===== src/rtl/i2s_sample_capture.sv =====
// I2S receiver: oversamples bclk/lrclk/sdata in the clk domain and captures one
// channel's MSB-first words, with optional decimation and short-slot detection.
`timescale 1ns/1ps
module i2s_sample_capture #(
    parameter int WORD_WIDTH = 24,
    parameter int SLOT_WIDTH = 32,
    parameter int DECIM      = 1
) (
    input  logic                  clk,
    input  logic                  reset,
    input  logic                  enable,
    input  logic                  channel_sel,
    input  logic                  bclk,
    input  logic                  lrclk,
    input  logic                  sdata,
    output logic [WORD_WIDTH-1:0] sample_data,
    output logic                  sample,
    output logic                  frame_error
);

    localparam int CW = $clog2(SLOT_WIDTH);
    localparam logic [CW-1:0] LAST_BIT = CW'(WORD_WIDTH - 1);
    localparam logic [7:0]    DEC_LAST = 8'(DECIM - 1);

    typedef enum logic [2:0] {IDLE, SYNC, SKIP, SHIFT, HOLD} state_t;

    logic [2:0] bclk_sync_q;
    logic [1:0] lrclk_sync_q;
    logic [1:0] sdata_sync_q;
    logic       lr_last_q;
    logic       lr_seen_q;

    state_t                state_q, state_d;
    logic [WORD_WIDTH-1:0] shift_q, shift_d;
    logic [CW-1:0]         cnt_q, cnt_d;
    logic [7:0]            dec_q, dec_d;
    logic [WORD_WIDTH-1:0] data_q, data_d;
    logic                  sample_q, sample_d;
    logic                  ferr_q, ferr_d;
    logic                  slot_ch_q, slot_ch_d;
    logic                  sel_q, sel_d;

    logic                  bit_tick;
    logic                  lr_now;
    logic                  sd_now;
    logic                  lr_edge;
    logic [WORD_WIDTH-1:0] word_next;

    // bclk edge is taken between stages 2 and 3, so lrclk/sdata stage 2 line up with it
    assign bit_tick  = bclk_sync_q[1] & ~bclk_sync_q[2];
    assign lr_now    = lrclk_sync_q[1];
    assign sd_now    = sdata_sync_q[1];
    assign lr_edge   = bit_tick & lr_seen_q & (lr_now != lr_last_q);
    assign word_next = {shift_q[WORD_WIDTH-2:0], sd_now};

    always_ff @(posedge clk) begin
        if (reset) begin
            bclk_sync_q  <= '0;
            lrclk_sync_q <= '0;
            sdata_sync_q <= '0;
            lr_last_q    <= 1'b0;
            lr_seen_q    <= 1'b0;
        end else begin
            bclk_sync_q  <= {bclk_sync_q[1:0], bclk};
            lrclk_sync_q <= {lrclk_sync_q[0], lrclk};
            sdata_sync_q <= {sdata_sync_q[0], sdata};
            if (bit_tick) begin
                lr_last_q <= lr_now;
                lr_seen_q <= 1'b1;
            end
        end
    end

    // The tick that reveals an lrclk transition carries the one-bit I2S delay
    // slot; SKIP absorbs it so the next tick in SHIFT is the MSB.
    always_comb begin
        state_d   = state_q;
        shift_d   = shift_q;
        cnt_d     = cnt_q;
        dec_d     = dec_q;
        data_d    = data_q;
        sample_d  = 1'b0;
        ferr_d    = 1'b0;
        slot_ch_d = lr_edge ? lr_now : slot_ch_q;
        sel_d     = lr_edge ? channel_sel : sel_q;

        if (!enable) begin
            state_d = IDLE;
        end else begin
            case (state_q)
                IDLE: state_d = SYNC;
                SYNC: if (lr_edge) state_d = SKIP;
                SKIP: begin
                    cnt_d   = '0;
                    state_d = SHIFT;
                end
                SHIFT: begin
                    if (lr_edge) begin
                        ferr_d  = 1'b1;
                        state_d = SKIP;
                    end else if (bit_tick) begin
                        shift_d = word_next;
                        cnt_d   = cnt_q + CW'(1);
                        if (cnt_q == LAST_BIT) begin
                            state_d = HOLD;
                            if (slot_ch_q == sel_q) begin
                                dec_d = (dec_q >= DEC_LAST) ? 8'd0 : dec_q + 8'd1;
                                if (dec_q == 8'd0) begin
                                    data_d   = word_next;
                                    sample_d = 1'b1;
                                end
                            end
                        end
                    end
                end
                HOLD: if (lr_edge) state_d = SKIP;
                default: state_d = IDLE;
            endcase
        end
    end

    always_ff @(posedge clk) begin
        if (reset) begin
            state_q   <= IDLE;
            shift_q   <= '0;
            cnt_q     <= '0;
            dec_q     <= '0;
            data_q    <= '0;
            sample_q  <= 1'b0;
            ferr_q    <= 1'b0;
            slot_ch_q <= 1'b0;
            sel_q     <= 1'b0;
        end else begin
            state_q   <= state_d;
            shift_q   <= shift_d;
            cnt_q     <= cnt_d;
            dec_q     <= dec_d;
            data_q    <= data_d;
            sample_q  <= sample_d;
            ferr_q    <= ferr_d;
            slot_ch_q <= slot_ch_d;
            sel_q     <= sel_d;
        end
    end

    assign sample_data = data_q;
    assign sample      = sample_q;
    assign frame_error = ferr_q;

endmodule

===== config.mk =====
export PLATFORM = sky130hd
export DESIGN_NAME = i2s_sample_capture
export DESIGN_NICKNAME = d
export VERILOG_FILES = /design/src/rtl/i2s_sample_capture.sv
export SDC_FILE = /design/constraint.sdc
export NUM_CORES = 1
export LEC_CHECK = 0
export BUFFER_PORTS_ARGS = -buffer_cell sky130_fd_sc_hd__buf_2
export CAP_MARGIN = 20
export CORE_AREA = 2 2 66 115
export CTS_CLUSTER_DIAMETER = 50
export DETAILED_ROUTE_END_ITERATION = 6
export DIE_AREA = 0 0 68 117
export HOLD_SLACK_MARGIN = 0.15
export PLACE_DENSITY = 0.58
export SLEW_MARGIN = 20
export SYNTH_ARGS = -nofsm -noshare
export SYNTH_HDL_FRONTEND = slang
export SYNTH_SLANG_ARGS = --single-unit

===== constraint.sdc =====
create_clock -name clk -period 1.99 [get_ports clk]
set_input_delay 0.2985 -clock clk [delete_from_list [all_inputs] [get_ports clk]]
set_output_delay 0.2985 -clock clk [all_outputs]
set_load 0.01 [all_outputs]

=== After elaboration in Yosys (flattened, before gate mapping) ===
Cells that the tools add are included.

* Add/subtract/negate cells: 2
* $lt $le $gt $ge: 1
* Equality and inequality tests: 12
* Mux-type cells: 11
* Bitwise gates (word level): 10
* Reductions and logical operators: 12

{| class="wikitable"
|+ Operators by type and width
! kind !! number
|-
| 3-bit 2-to-1 mux || 4
|-
| 3-bit case mux with 4 select lines || 1
|-
| 5-bit 2-to-1 mux || 2
|-
| 5-bit case mux with 2 select lines || 1
|-
| 8-bit by 1-bit adder with 8-bit output (second input constant) || 1
|-
| 8-bit by 1-bit greater-or-equal comparator with 1-bit output (second input constant) || 1
|-
| 8-bit logical NOT || 1
|-
| 8-bit 2-to-1 mux || 1
|-
| 4-bit AND reduction || 2
|-
| 1-bit NOT || 7
|-
| 7-bit AND reduction || 1
|-
| 7-bit OR reduction || 1
|-
| 3-bit by 2-bit == test with 1-bit output (second input constant) || 2
|-
| 3-bit != test (second input constant) || 2
|-
| 6-bit AND reduction || 1
|-
| 5-bit by 1-bit adder with 5-bit output (second input constant) || 1
|-
| 5-bit == test (second input constant) || 1
|-
| 2-bit != test (second input constant) || 2
|-
| 2-bit OR reduction || 2
|-
| 1-bit AND || 3
|-
| 3-bit by 1-bit == test with 1-bit output (second input constant) || 1
|-
| 3-bit == test (second input constant) || 1
|-
| 3-bit logical NOT || 1
|-
| 3-bit AND reduction || 1
|-
| 6 further kinds || 7
|}

* Register bits after elaboration: 76
* Input port bits: 7
* Output and inout port bits: 26
* Logic and storage cells: 62

=== Depth between registers and ports, before layout ===
Gate-level depths: netlist (run 1).

* Word-level depth: 6
* Mapped depth: 7
* Mapped depth without buffers: 5

=== Worst setup path before layout (run 1) ===
No wires, ideal clock.

* Path kind: flip-flop to flip-flop
* Start: reg state_q[2]
* End: reg data_q[0], in the netlist sample_data[0]
* Library setup time: 72 ps
* Data arrival time: 1691 ps
* Path slack: 228 ps
* Cell stages (with the launch flop): 8
* Buffers on the path: 3
* Period minus slack after synthesis: 1762 ps
* Cell sequence: dfxtp_1 -> nand3b_2 -> a2111oi_2 -> buf_4 -> and3_1 -> buf_6 -> buf_12 -> mux2i_1

* Word-level cells in the longest chain between the ends: 2

{| class="wikitable"
|+ RTL lines
! item !! line !! text
|-
| start, declared || 33 || <nowiki>state_t state_q, state_d;</nowiki>
|-
| start signal, assigned || 134 || <nowiki>state_q <= state_d;</nowiki>
|-
| 3-bit by 2-bit == test with 1-bit output || 90 || <nowiki>case (state_q)</nowiki>
|-
| 7-bit AND reduction (no line) || - ||
|-
| end signal, assigned || 138 || <nowiki>data_q <= data_d;</nowiki>
|-
| end, declared || 37 || <nowiki>logic [WORD_WIDTH-1:0] data_q, data_d;</nowiki>
|}

No other way between the ends.
A chain may end at the register's enable or synchronous reset.

=== Worst setup path after layout (run 1) ===
* Start: reg state_q[0]
* End: reg data_q[21], in the netlist sample_data[21]

Same word-level chain as after synthesis.

==> run_results.csv, run 1 <==
group,metric,value,unit
synth,yosysTopAreaCellShare,49.4,%
critical_path,crit_path_max_fanout,25,
layout,num_antenna_cells,0,
synth,yosys-top-cells-area,"dfxtp_1 (49%), mux2i_1 (17%), nand2b_1 (12%)",
synth,yosys.area.top_type,"dfxtp_1",
timing,skew,0.00372,ns
route,drt_pass1_iterations,4,
worst_hold_path,min_path_type,"primary input to register",
clock_tree,root_buffer,"clkbuf_16",
global_route,track_usage,13.1,%
die,rows,41,
global_route,grt_pass1_wl,7780,um
synth,yosysUniqueCellTypes,34,
timing,clock.fmax,549,MHz
layout,design_area,3280,um2
timing,rsz0062_at_grt,"false",
place,port-buffer-count,32,
route,post-route-drc-count,0,
route,wire_per_inst,11.8,um
route,dr_total_vias,1916,
synth,synthCells,270,
place,placed_area,3000,um2
route,antenna_left,0,
route,viasPerCell,4.90,
synth,ys_seq_area_share,49.4,%
place,hpwl,3010,um
clock_tree,clock-sinks,68,
power,peakVddDrop,0.459,mV
power,power_density,881,nW/um2
clock_tree,tritoncts,"yes",
die,dieArea,7960,um2
layout,nNetsFinal,310,
timing,fin_ws,0.169,ns
die,start_util,38.9,%
clock_tree,ctsHoldBuffers,0,
route,route.met3.wl,187,um
global_route,grt_start_max_net_pins,48,
timing,max_slew_margin,67.6,%
critical_path,worstPathArrival,2.07,ns
global_route,gr-total-overflow,0,
global_route,grt_pass1_vias,1772,
die,core-area,7080,um2
critical_path,crit_path_max_incr_delay,0.46,ns
layout,fillers,711,
critical_path,r2r_setup_slack,0.17,ns
route,wl_met1,2060,um
global_route,antenna_found_initial,0,
clock_tree,post_cts_buffers,0,
critical_path,path_class,"register to register",
synth,synth_warnings,0,
place,gp_routability_congestion,0.845,
layout,syn2layout_area_growth,18.9,%
clock_tree,cts_made_buffers,9,
route,drtIter0Drc,123,
clock_tree,cts_buffer_depth,2,
layout,register_area,1360,um2
timing,hold_viol,0,
die,io_pins,33,
layout,drive_above_1_share,17.4,%
critical_path,worstSetupEndpointType,"register",
layout,multi_input_area,1290,um2
job,cap_violations,0,
power,leakagePower,1.17,nW
critical_path,cp_slowest_cell,"dfxtp_1",
critical_path,critPathRequiredTime,2.24,ns
route,top_layer,"met4",
status,status,"completed",
critical_path,path_cells,"nand3b_2, a2111oi_4, and3_1, buf_12, mux2i_1",
timing,finalSetupTns,0,ns
critical_path,worstSetupStartpointType,"register",
die,die_x,68,um
synth,ys_ff_latch,68,
die,fp.dieH,117,um
timing,maxSlewViolCount,0,
clock_tree,clk_pin_slew,0.05,ns
timing,min_period,1.82,ns
place,dp_slack,0.168,ns
clock_tree,insertion_delay,0.32,ns
route,wirelength,4620,um
route,wl_met2,2190,um
clock_tree,cts_max_level,3,
synth,synth_area,2760,um2
clock_tree,cts_resized,0,
synth,avgSynthCellArea,10.2,um2
timing,worst_slew_pin_slew,0.484,ns
synth,syn_nets,278,
timing,setup_viol,0,
timing,period_share,91.5,%
[routing by layer]
layer | track usage (%) | vias to the layer above
met4 | 9.60 | 0
met2 | 20.6 | 32
met1 | 14.5 | 905
li1 | - | 966
met3 | 4.11 | 13
met5 | 0 | -
[cell usage after synthesis]
| cell type | count |
|---|---|
| mux2i_1 | 47 |
| and3_1 | 1 |
| o21a_1 | 1 |
| o21ai_0 | 2 |
| nor2b_1 | 10 |
| and4b_1 | 1 |
| xor2_1 | 1 |
| a211oi_1 | 1 |
| nor3b_1 | 1 |
| nand2b_1 | 52 |
| a22oi_1 | 2 |
| dfxtp_1 | 68 |
| buf_4 | 3 |
| nand3b_1 | 2 |
| a311oi_1 | 2 |
| and3b_1 | 1 |
| xnor2_1 | 1 |
| nor2_1 | 29 |
| nand3_1 | 5 |
| nor3_1 | 4 |
| buf_6 | 1 |
| nand2_1 | 7 |
| ha_1 | 1 |
| a41oi_1 | 2 |
| o32ai_1 | 1 |
| o211a_1 | 1 |
| a2111oi_2 | 1 |
| a221oi_1 | 1 |
| a21oi_1 | 5 |
| and2_1 | 1 |
| nand3b_2 | 1 |
| buf_12 | 2 |
| inv_1 | 2 |
| clkbuf_1 | 10 |
[where the power goes]
part	switching [W]	leakage (nW)	total, W	internal (W)
combinational	0.0000338	0.485	0.0000649	0.0000311
sequential	0.00000741	0.549	0.00138	0.00137
clock	0.000517	0.140	0.00144	0.000924
[logic make-up after synthesis]
logic type,count (synthesis),share of synthesized area (%)
and+or+nand+nor,115,23.0
DFF,68,49.4
muxes,47,17.1
AOI/OAI and AO/OA,19,5.17
buffers and inverters,18,4.31
xor gates and xnor gates,2,0.636
adders and majority gates,1,0.454
[critical path, delay by kind of cell, from the launching register on]
family          cells  cell delay (ns)
mux                 1             0.20
buf+inv             1             0.22
flops               1             0.46
compound gates      1             0.42
simple gates        2             0.43
[worst paths after layout]
path | start | to | cells past startpoint
max | state_q[0] | sample_data[21] | 5
min | sdata | sdata_sync_q[0] | 2
max reg2reg | state_q[0] | sample_data[21] | 5
min reg2reg | lrclk_sync_q[0] | lrclk_sync_q[1] | 1
[per-stage QoR]
step | utilization (%) | total power, W | hold slack, ns | std cells
finish | 46.3 | 0.00289 | 0.183 | 391
floorplan | - | 0.00145 | 0.414 | 270
CTS | 46.3 | 0.00293 | 0.171 | 391
global placement | 42.4 | 0.00147 | 0.421 | 377
global route | 46.3 | 0.00299 | 0.201 | 391
detailed placement | 42.4 | 0.00147 | 0.428 | 377
[layout make-up]
| type | count | share of cell area, % |
|---|---|---|
| sequential | 68 | 41.5 |
| multi-input combinational | 184 | 39.3 |
| clock buffer | 12 | 8.13 |
| timing repair buffer | 37 | 7.18 |
| tap | 86 | 3.28 |
| clock inverter | 2 | 0.305 |
| inverter | 2 | 0.229 |
[placed cells by master, fill, tap and decap left out, drive strengths merged, types with 4 or more instances in the layout]
master,n
a21oi,5
buf,37
clkbuf,12
dfxtp,68
mux2i,47
nand2,7
nand2b,52
nand3,5
nor2,29
nor2b,10
nor3,4
[flip-flops by register name (all words and copies together) (netlist names), 2 cells and up]
| name | flops |
|---|---|
| sample_data | 24 |
| shift_q | 23 |
| cnt_q | 5 |
| bclk_sync_q | 3 |
| state_q | 3 |
| lrclk_sync_q | 2 |
| sdata_sync_q | 2 |
Power figures use the tool's default switching activity.
==> inputs of run 2 (changes only) <==
==> constraint.sdc (replaced) <==
create_clock -name clk -period 2.2 [get_ports clk]
set_input_delay 0.33 -clock clk [delete_from_list [all_inputs] [get_ports clk]]
set_output_delay 0.33 -clock clk [all_outputs]
set_load 0.01 [all_outputs]
==> run 2 against run 1 <==
Net effect:
- setup slack improved by 0.22 ns
- final cell count increased by 0.51%
- first-iteration DRC count decreased by 23%
- combinational power decreased by 10%
- global-route usage increased by 0.41 points
- clock skew increased by 0.00093 ns
- non-clock buffer count increased by 1
- sequential power decreased by 9%
- wire length increased by 1.9%
- fmax increased by 0.78%
- via count decreased by 2.3%
- sequential share of layout area decreased by 0.13 points
- critical endpoint is now cnt_q[4]
- largest power group unchanged
==> run_results.csv, run 2 (synthesized netlist as in run 1, its figures left out) <==
group,metric,value,unit
die,core-area,7080,um2
place,dp_slack,0.404,ns
clock_tree,root_buffer,"clkbuf_16",
timing,maxSlewViolCount,0,
critical_path,r2r_start,"state_q[0]",
timing,finalSetupTns,0,ns
timing,hold_ws,0.214,ns
layout,utilization,46.4,%
critical_path,path_class,"register to register",
clock_tree,cts_max_level,3,
global_route,grt_pass1_vias,1734,
route,viasPerCell,4.76,
clock_tree,post_cts_buffers,0,
layout,final_common_cell,"dfxtp_1",
route,drtIter0Drc,95,
layout,largest_reg_flops,24,
critical_path,crit_path_max_fanout,12,
route,dr_total_vias,1872,
die,io_pins,33,
layout,final_cell_mix,"dfxtp_1 (68), nand2b_1 (52), mux2i_1 (47)",
layout,syn2layout_area_growth,19.2,%
die,fp.dieH,117,um
global_route,gr-total-overflow,0,
critical_path,worstSetupEndpointType,"register",
place,hpwl,3060,um
layout,design_area,3290,um2
clock_tree,cts_resized,0,
layout,nNetsFinal,311,
layout,drive_above_1_share,17.9,%
worst_hold_path,min_from,"bclk",
timing,min_period,1.81,ns
clock_tree,cts_made_buffers,9,
power,peakVddDrop,0.577,mV
timing,fin_ws,0.393,ns
route,drt_pass1_iterations,4,
clock_tree,clock-sinks,68,
global_route,grt_start_max_net_pins,56,
clock_tree,cts_buffer_depth,2,
die,die_x,68,um
route,antenna_left,0,
timing,rsz0062_at_grt,"false",
place,gp_routability_congestion,0.784,
die,dieArea,7960,um2
job,cap_violations,0,
worst_hold_path,min_path_type,"primary input to register",
place,placed_area,3000,um2
global_route,track_usage,13.5,%
status,status,"completed",
place,port-buffer-count,32,
timing,max_slew_margin,66.8,%
route,wire_per_inst,12.0,um
global_route,antenna_found_initial,0,
clock_tree,clk_pin_slew,0.05,ns
timing,worst_slew_pin_slew,0.497,ns
critical_path,critPathRequiredTime,2.43,ns
route,wirelength,4700,um
timing,skew,0.00465,ns
timing,clock.fmax,553,MHz
clock_tree,tritoncts,"yes",
critical_path,critPathLaunch,"state_q[0]",
global_route,grt_pass1_wl,7910,um
layout,num_antenna_cells,0,
power,power_density,822,nW/um2
critical_path,worstSetupStartpointType,"register",
clock_tree,insertion_delay,0.33,ns
power,leakagePower,1.18,nW
critical_path,worstPathArrival,2.04,ns
route,post-route-drc-count,0,
die,rows,41,
die,start_util,38.9,%
timing,hold_viol,0,
clock_tree,ctsHoldBuffers,0,
timing,period_share,82.1,%
timing,setup_viol,0,
run 2: cell types whose count changed in the layout (fill, tap and decap cells not counted):
| cell | delta |
|---|---|
| clkbuf_8 | -2 |
| clkinv_2 | +1 |
| bufinv_16 | +1 |
| clkinvlp_4 | +1 |
| buf_12 | -1 |
| buf_4 | +2 |
run 2: layout make-up:
cell class | instances | area [um2]
clock buffer | 10 | 239
clock inverter | 5 | 52.6
fill | 707 | 3790
inverter | 2 | 7.51
multi-input combinational | 184 | 1290
sequential | 68 | 1360
tap | 86 | 108
timing repair buffer | 38 | 230
run 2: path summary, 6_finish.rpt:
path              cells after the start  slack (ns)              end
setup / recovery                      5        0.39         cnt_q[4]
hold / removal                        2        0.21   bclk_sync_q[0]
setup reg to reg                      5        0.39         cnt_q[4]
hold reg to reg                       1        0.44  lrclk_sync_q[1]
run 2: report_power, final:
part | switching (W) | leakage [nW] | internal, W | total (W)
clock network | 0.000503 | 0.144 | 0.000894 | 0.00140
logic | 0.0000301 | 0.488 | 0.0000281 | 0.0000582
registers | 0.00000680 | 0.549 | 0.00124 | 0.00125
run 2: per-stage QoR:
stage | instances | power, W
global route | 393 | 0.00282
CTS | 393 | 0.00274
finish | 393 | 0.00270
detailed placement | 378 | 0.00133
floorplan | 270 | 0.00131
global placement | 378 | 0.00133
run 2: per-layer routing:
metal / share of wire, % / routed length (um) / GRT usage, % / vias to the layer above
met5: 0 / 0 / 0 / -
met4: 2.3 / 108 / 7.20 / 0
met3: 4.6 / 218 / 4.88 / 8
met2: 49 / 2280 / 21.5 / 39
met1: 45 / 2090 / 15.5 / 854
li1: - / - / - / 971
run 2: critical path, cell delays in order (launching register included):
cell and delay [ns]:
dfxtp_1 0.46, nand3b_2 0.17, a2111oi_4 0.39, buf_4 0.28, a41oi_1 0.14, a311oi_1 0.27
==> inputs of run 3 (changes only) <==
--- a/config.mk
+++ b/config.mk
@@ -12,7 +12,7 @@
 export DETAILED_ROUTE_END_ITERATION = 6
 export DIE_AREA = 0 0 68 117
 export HOLD_SLACK_MARGIN = 0.15
-export PLACE_DENSITY = 0.58
+export PLACE_DENSITY = 0.61
 export SLEW_MARGIN = 20
 export SYNTH_ARGS = -nofsm -noshare
 export SYNTH_HDL_FRONTEND = slang
==> constraint.sdc (replaced) <==
create_clock -name clk -period 1.5 [get_ports clk]
set_input_delay 0.225 -clock clk [delete_from_list [all_inputs] [get_ports clk]]
set_output_delay 0.225 -clock clk [all_outputs]
set_load 0.01 [all_outputs]
==> run 3 against run 2 <==
Net effect:
- non-clock buffer count increased by 29
- critical endpoint is now shift_q[12]
- critical path type unchanged
- sequential cell count unchanged
- power increased by 53%
- utilization increased by 5.6 points
- final area increased by 12%
- clock power increased by 58%
- the run now ends with setup timing left
- global-route usage increased by 0.77 points
==> run_results.csv, run 3 (synthesized netlist as in run 1, its figures left out) <==
group,metric,value,unit
route,dr_total_vias,2012,
timing,fin_ws,-0.115,ns
critical_path,path_buf_inv,2,
place,dp_cells,397,
route,wirelength,5070,um
layout,nNetsFinal,340,
global_route,antenna_found_initial,0,
power,peakVddDrop,0.681,mV
timing,skew,0.00518,ns
global_route,grt_start_max_net_pins,50,
global_route,grt_util_met3,5.16,%
die,die_x,68,um
clock_tree,root_buffer,"clkbuf_16",
clock_tree,insertion_delay,0.33,ns
layout,syn2layout_area_growth,33.6,%
critical_path,cp_slowest_cell,"a2111oi_4",
place,gp_routability_congestion,0.738,
global_route,track_usage,14.3,%
critical_path,critPathRequiredTime,1.71,ns
die,fp.dieH,117,um
die,dieArea,7960,um2
die,rows,41,
critical_path,worstSetupStartpointType,"register",
clock_tree,clk_pin_slew,0.05,ns
clock_tree,tritoncts,"yes",
clock_tree,cts_max_level,3,
route,post-route-drc-count,0,
timing,hold_viol,0,
global_route,grt_pass1_vias,1898,
route,wire_per_inst,12.0,um
layout,num_antenna_cells,0,
die,start_util,38.9,%
place,hpwl,3360,um
clock_tree,cts_made_buffers,9,
layout,final_cell_mix,"dfxtp_1 (65), nand2b_1 (52), mux2i_1 (46)",
route,drt_pass1_iterations,4,
layout,final_common_cell,"dfxtp_1",
timing,worst_slew_pin_slew,0.341,ns
worst_hold_path,min_path_type,"primary input to register",
power,power_density,1130,nW/um2
critical_path,path_class,"register to register",
critical_path,crit_path_max_fanout,8,
critical_path,path_cells,"xor2_2, a2111oi_4, buf_6, clkbuf_16, mux2i_1, nor2_1",
critical_path,worstSetupEndpointType,"register",
timing,rsz0062_at_grt,"true",
clock_tree,cts_buffer_depth,2,
timing,clock.fmax,619,MHz
route,antenna_left,0,
timing,period_share,108,%
status,status,"finished with violations",
route,viasPerCell,4.76,
critical_path,path_delay_family,"buffers and inverters",
route,drtIter0Drc,107,
global_route,grt_pass1_wl,8440,um
die,core-area,7080,um2
timing,setup_viol,49,
power,leakagePower,1.40,nW
die,io_pins,33,
timing,min_period,1.62,ns
global_route,grt_use_met1,16.7,%
global_route,busiest_layer,"met2",
global_route,met2_usage,22.2,%
layout,largest_reg_flops,24,
timing,maxSlewViolCount,0,
clock_tree,clock-sinks,68,
power,p_total,0.00415,W
job,cap_violations,0,
place,port-buffer-count,32,
status,violations,"setup timing",
critical_path,crit_path_max_incr_delay,0.34,ns
layout,fin_cells,423,
timing,max_slew_margin,77.2,%
layout,drive_above_1_share,26.7,%
critical_path,worstPathArrival,1.82,ns
global_route,gr-total-overflow,0,
## run 3: cell types whose count changed in the layout (fill, tap and decap cells not counted), sizes merged
cell | before | now
buf | 38 | 61
dlygate4sd3 | 0 | 4
bufinv | 1 | 2
clkbuf | 10 | 11
clkinv | 3 | 4
## run 3: worst reg2reg max path, cell delays in order (launching register included)
cell and delay, ns:
dfxtp_2 0.33, xor2_2 0.19, a2111oi_4 0.34, buf_6 0.24, clkbuf_16 0.17, mux2i_1 0.18
nor2_1 0.05
## run 3: worst paths after layout
| kind | start | to | slack (ns) | cells past startpoint |
|---|---|---|---|---|
| worst max-delay path | lr_last_q | shift_q[12] | -0.12 | 6 |
| worst min-delay path | enable | state_q[0] | 0.27 | 3 |
| worst max register to register | lr_last_q | shift_q[12] | -0.12 | 6 |
| worst min register to register | sdata_sync_q[0] | sdata_sync_q[1] | 0.44 | 1 |
## run 3: final cells by class
cell class                 count  area, um2
sequential                    68       1370
timing repair buffer          67        554
fill                         662       3400
tap                           86        108
clock inverter                 7       91.3
inverter                       2       7.51
clock buffer                   9        225
multi-input combinational    184       1330
## run 3: metrics by stage
| step | worst slack (ns) | hold WS [ns] | utilization [%] | area, um2 | TNS [ns] |
|---|---|---|---|---|---|
| after floorplan | -0.181 | 0.353 | - | 2800 | -4.50 |
| after global placement | -0.0739 | 0.424 | 45.4 | 3210 | -1.33 |
| after detailed placement | -0.124 | 0.423 | 45.4 | 3210 | -2.71 |
| after CTS | -0.104 | 0.257 | 51.0 | 3610 | -2.60 |
| after global routing | -0.208 | 0.286 | 52.0 | 3680 | -7.99 |
| final | -0.115 | 0.270 | 52.0 | 3680 | -3.00 |
## run 3: report_power, final
part | internal, W | switching (W) | leakage (nW) | total (W)
Sequential | 0.00182 | 0.00000656 | 0.551 | 0.00183
Combinational | 0.0000563 | 0.0000525 | 0.696 | 0.000109
Clock | 0.00145 | 0.000766 | 0.155 | 0.00221
Total | 0.00332 | 0.000825 | 1.40 | 0.00415
## run 3: repair_timing
| item | 4_1_cts | 5_1_grt |
|---|---|---|
| endpoints found under the setup margin | 48 | 54 |
| hold endpoints to repair | 4 | 0 |
| resized for setup | 3 | 4 |
| hold buffers | 4 | 0 |
| cloned | 0 | 2 |
| setup buffers | 3 | 3 |
| pin swaps | 3 | 9 |
## run 3: per-layer routing
layer	up-vias	share of wire, %
met5	-	0
met4	0	2.5
met3	9	3.6
met2	29	51
li1	1027	-
met1	947	42
